[config.mk]
export PLATFORM = sky130hd
export DESIGN_NAME = dac_sample_scheduler
export DESIGN_NICKNAME = d
export VERILOG_FILES = /design/src/rtl/dac_sample_scheduler.sv
export SDC_FILE = /design/constraint.sdc
export NUM_CORES = 1
export LEC_CHECK = 0
export BUFFER_PORTS_ARGS = -buffer_cell sky130_fd_sc_hd__buf_2
export CAP_MARGIN = 20
export CORE_UTILIZATION = 30
export CTS_BUF_LIST = sky130_fd_sc_hd__clkbuf_4 sky130_fd_sc_hd__clkbuf_8
export CTS_CLUSTER_SIZE = 28
export DETAILED_ROUTE_END_ITERATION = 12
export GPL_TIMING_DRIVEN = 0
export PLACE_DENSITY = 0.47
export SETUP_SLACK_MARGIN = 0.05
export SLEW_MARGIN = 20
export SYNTH_ARGS = -nofsm -noshare
export SYNTH_HDL_FRONTEND = slang
export SYNTH_SLANG_ARGS = --single-unit
[constraint.sdc]
create_clock -name clk -period 3.6 [get_ports clk]
set_input_delay 0.36 -clock clk [delete_from_list [all_inputs] [get_ports clk]]
set_output_delay 0.36 -clock clk [all_outputs]
set_load 0.05 [all_outputs]
[src/rtl/dac_sample_scheduler.sv]
// Paces FIFO-buffered offset-binary samples onto the DAC d input, one per divisor+1 clocks; DAC_SCHED_RAMP_EN adds a soft ramp to midscale.
// Latency: a pushed sample is poppable from the next cycle; dac_d and sample_tick register on the divider tick.
// Backpressure: in_ready = (fill != depth), combinational from registered fill only.
module dac_sample_scheduler #(
  parameter int signalwidth = 16,
  parameter int depthlog2   = 2,
  parameter int divwidth    = 12,
  parameter int rampstep    = 64
) (
  input  logic                   clk,
  input  logic                   reset_n,
  input  logic                   enable,
  input  logic [divwidth-1:0]    divisor,
  input  logic [signalwidth-1:0] in_data,
  input  logic                   in_valid,
  output logic                   in_ready,
  output logic [signalwidth-1:0] dac_d,
  output logic                   sample_tick,
  output logic                   underrun,
  input  logic                   clear_underrun,
  output logic [depthlog2:0]     fill
);

`ifdef DAC_SCHED_RAMP_EN
  localparam bit RAMP_ON = 1'b1;
`else
  localparam bit RAMP_ON = 1'b0;
`endif

  localparam int DEPTH = 1 << depthlog2;
  localparam logic [depthlog2:0] FULL = (depthlog2+1)'(DEPTH);
  localparam logic [depthlog2:0] PRIME_LVL = (DEPTH < 2) ? (depthlog2+1)'(DEPTH) : (depthlog2+1)'(2);
  localparam logic [signalwidth-1:0] MID = {1'b1, {(signalwidth-1){1'b0}}};
  localparam logic [signalwidth-1:0] STEP = signalwidth'(rampstep);

  typedef enum logic [1:0] {IDLE, PRIME, RUN} state_t;
  state_t state, state_nxt;

  logic [signalwidth-1:0] mem [DEPTH];
  logic [depthlog2-1:0]   wr_ptr, rd_ptr;
  logic [divwidth-1:0]    cnt;
  logic [signalwidth-1:0] ramp_next;
  logic push, pop, urun_set, div_run, tick, ramp_go;

  assign in_ready = (fill != FULL);
  assign push     = in_valid && in_ready;

  // In the ramp build the divider keeps running in IDLE until dac_d settles at MID
  assign div_run  = (state != IDLE) || (RAMP_ON && (dac_d != MID));
  assign tick     = div_run && (cnt == '0);
  assign pop      = enable && (state == RUN) && tick && (fill != '0);
  assign urun_set = enable && (state == RUN) && tick && (fill == '0);
  assign ramp_go  = RAMP_ON && tick && (state != RUN) && (dac_d != MID);

  always_comb begin
    ramp_next = MID;
    if (dac_d > MID) begin
      if ((dac_d - MID) > STEP) ramp_next = dac_d - STEP;
    end else if ((MID - dac_d) > STEP) begin
      ramp_next = dac_d + STEP;
    end
  end

  always_ff @(posedge clk or negedge reset_n) begin
    if (!reset_n) state <= IDLE;
    else          state <= state_nxt;
  end

  always_comb begin
    state_nxt = state;
    case (state)
      IDLE:    if (enable) state_nxt = PRIME;
      PRIME:   if (fill >= PRIME_LVL) state_nxt = RUN;
      RUN:     if (urun_set) state_nxt = PRIME;
      default: state_nxt = IDLE;
    endcase
    if (!enable) state_nxt = IDLE;
  end

  always_ff @(posedge clk or negedge reset_n) begin
    if (!reset_n)                     cnt <= '0;
    else if (!div_run || cnt == '0)   cnt <= divisor;
    else                              cnt <= cnt - 1'b1;
  end

  // Storage has no reset; pointers and fill define what is valid
  always_ff @(posedge clk) begin
    if (push) mem[wr_ptr] <= in_data;
  end

  always_ff @(posedge clk or negedge reset_n) begin
    if (!reset_n) begin
      wr_ptr <= '0;
      rd_ptr <= '0;
      fill   <= '0;
    end else begin
      if (push) wr_ptr <= wr_ptr + 1'b1;
      if (pop)  rd_ptr <= rd_ptr + 1'b1;
      case ({push, pop})
        2'b10:   fill <= fill + 1'b1;
        2'b01:   fill <= fill - 1'b1;
        default: fill <= fill;
      endcase
    end
  end

  always_ff @(posedge clk or negedge reset_n) begin
    if (!reset_n) begin
      dac_d       <= MID;
      sample_tick <= 1'b0;
    end else if (!RAMP_ON && !enable) begin
      dac_d       <= MID;
      sample_tick <= 1'b0;
    end else if (pop) begin
      dac_d       <= mem[rd_ptr];
      sample_tick <= 1'b1;
    end else if (ramp_go) begin
      dac_d       <= ramp_next;
      sample_tick <= 1'b1;
    end else begin
      sample_tick <= 1'b0;
    end
  end

  // A set in the same cycle as a clear wins
  always_ff @(posedge clk or negedge reset_n) begin
    if (!reset_n)            underrun <= 1'b0;
    else if (urun_set)       underrun <= 1'b1;
    else if (clear_underrun) underrun <= 1'b0;
  end

endmodule
==> run metrics <==
outcome=finished, final reports clean; max-cap violations=0; die height=about 120 um; fmax=between 0.3 and 0.4 GHz; crit-path max cell delay=between 500 and 600 ps; CP startpoint kind=flip-flop; CTS tree=built; final setup vio count=0; Worst Setup End Kind=flip-flop; Die W=about 120 um; RD Place Congestion=roughly 0.75; RSZ-0062 raised after global routing=false; IO Pins=55; sequential element share of the synthesized area=0.676; slowest CP cell=or4_1; average vias per placed instance=roughly 4.7; DP Area=around 4800 um^2; HPWL after DPL=5700 um; vias in the first global route=between 2k and 2.5k; maximum clock insertion buffer count=2; actual slew at the worst max-slew pin=about 970 ps; Crit Path Max Fanout=7; maximum vdd ir drop=around 0.00015 V; nets=373; commonest non-fill, non-tap cell in the layout=edfxtp_1; post-synthesis register bit count=103; DRT antenna net count=0; total CTS buffers=9; Cell Chain, Critical Path=inv_1 -> ha_1 -> or3b_2 -> clkbuf_1 -> or4_1 -> nor3_1 -> ha_1 -> inv_1 -> fa_1 -> xor2_1 -> nor2_1 -> xor2_1; Synth top area share=0.448; most frequent cells in the layout=edfxtp_1 (64), buf_2 (57), dfrtp_1 (38); crit path kind=reg2reg; layout cells sized above 1=0.325; Layout Area Growth over Synthesis=16.3%; vias=approximately 2.4k; Final Hold Viols=0; clk sinks=approximately 100; Design Area, Final=4990 um^2; Wirelength per Cell=~17 um; die area=roughly 15000 um^2; CP arrival=~3500 ps; # port buffers=53; Ant. Diodes=0; Initial DRC Count=just over 90; Avg Cell Area, Syn=between 15 and 20 um^2; GRT Residual Overflow=0; drt first pass iters=4; CTS H-tree depth=3; Rel. slew slack=0.354; Clock Skews=8.05 ps; Post-Syn Area=between 4000 and 5000 um^2; post-CTS setup buffers=0; crit path time final=3220 ps; first-pass GRT wire length=around 14000 um; Final Max Tran Viols=0; Routed WL=8910 um; clock-pin slew on the worst setup and hold paths=around 100 ps; area leader, netlist=edfxtp_1; Synth warnings=0; initial antenna violation count=0; core area=~14000 um^2; cts repair resizes=0; Setup TNS Final=0 ps; pwr dens=~640 nW/um^2; critical path data required time=3900 ps; largest net degree at the start of global routing=40; drc violations=0; Pleak=0.00194 uW; Clock Root Buffer=clkbuf_8; worst hold path type=in2async; synthesized instance count=269; row cnt=43; initial core utilization=0.308; syn_nets=between 300 and 400; CTS Hold Buffers Added=0; library cells used by synthesis=40; Tcrit/Tclk final=0.893; synth top area cells=edfxtp_1 (45%), dfrtp_1 (22%), mux4_2 (8.4%); worst-skew pair later-pin latency=approximately 370 ps; GRT Overall Usage=0.130
==> kinds of logic after synthesis <==
family                   after synthesis  synth area share
XOR/XNOR                              15            0.0306
buffers and inverters                 24            0.0274
multiplexers                          29             0.126
AND/OR/NAND/NOR                       68            0.0875
flip-flops                           103             0.676
adder cells (fa/ha/maj)                7            0.0222
AO/OA/AOI/OAI                         23            0.0303
==> flip-flops by register name, summed over array words and instances, names as in the netlist <==
| name | flops |
|---|---|
| state | 2 |
| dac_d | 16 |
| underrun | 1 |
| rd_ptr | 2 |
| sample_tick | 1 |
| wr_ptr | 2 |
| cnt | 12 |
| fill | 3 |
| mem | 64 |
==> per-stage QoR <==
stage                     cells  setup slack, ps  hold slack (ps)   util  total power, uW
after floorplan             269              627             64.4      -             2230
after global placement      502              367              516  0.343             2440
after detailed placement    502              352              528  0.343             2460
after CTS                   518              325              149  0.358             3230
after global routing        518             72.3              174  0.358             3350
final                       518              385              129  0.358             3180
==> synth_stat cells <==
| cell | number |
|---|---|
| a31oi_1 | 1 |
| and2_1 | 2 |
| and3_1 | 4 |
| buf_1 | 1 |
| buf_2 | 4 |
| buf_6 | 3 |
| clkbuf_1 | 6 |
| dfrtp_1 | 38 |
| dfstp_2 | 1 |
| edfxtp_1 | 64 |
| fa_1 | 1 |
| ha_1 | 6 |
| inv_1 | 10 |
| mux2_2 | 3 |
| mux2_4 | 9 |
| mux2i_1 | 1 |
| mux4_2 | 16 |
| nand2_1 | 16 |
| nand2b_1 | 1 |
| nand3_1 | 17 |
| nand3b_1 | 1 |
| nand4bb_1 | 1 |
| nor2_1 | 7 |
| nor2_4 | 1 |
| nor2b_1 | 1 |
| nor3_1 | 6 |
| nor4_1 | 4 |
| nor4_4 | 1 |
| o21ai_0 | 17 |
| o22a_1 | 1 |
| o22ai_1 | 1 |
| o31a_1 | 1 |
| o31ai_1 | 2 |
| or2_2 | 1 |
| or3_1 | 1 |
| or3b_2 | 1 |
| or4_1 | 2 |
| or4_4 | 1 |
| xnor2_1 | 4 |
| xor2_1 | 11 |
==> per-layer routing <==
layer,vias to the layer above,GRT usage,routed length [um]
met5,-,0,0
met4,0,0.0579,145
met3,10,0.0262,326
met2,48,0.206,4200
met1,1239,0.173,4240
li1,1129,-,-
==> worst max-delay path: cells and delay by family, from the launching register on <==
family	cells	cell delay [ps]
buf+inv	3	360
fa+ha+maj	3	770
simple gates	4	1330
xor+xnor	2	300
flops	1	410
==> power breakdown <==
group	switching (uW)	internal (uW)
clock network	405	359
logic	426	318
registers	145	1530
total	975	2200
==> final cells by class <==
class / count / area (um^2)
Timing Repair Buffer: 53 / 265
Fill cell: 1342 / 8950
Clock inverter: 4 / 55.1
Clock buffer: 12 / 153
Inverter: 10 / 37.5
Tap cell: 180 / 225
Sequential cell: 103 / 2900
Buffer: 14 / 80.1
Multi-Input combinational cell: 142 / 1270
==> final timing paths <==
path                                startpoint        end  slack, ps  cells after the start
max in group asynchronous              reset_n   dac_d[2]       2870                      1
worst min-delay path                   reset_n     cnt[7]        130                      1
min in group clk                clear_underrun   underrun        170                      2
worst max-delay path                    cnt[0]    fill[2]        380                     12
worst max register to register          cnt[0]    fill[2]        380                     12
worst min register to register       dac_d[12]  dac_d[12]        540                      2
(Power assumes the default switching activity.)
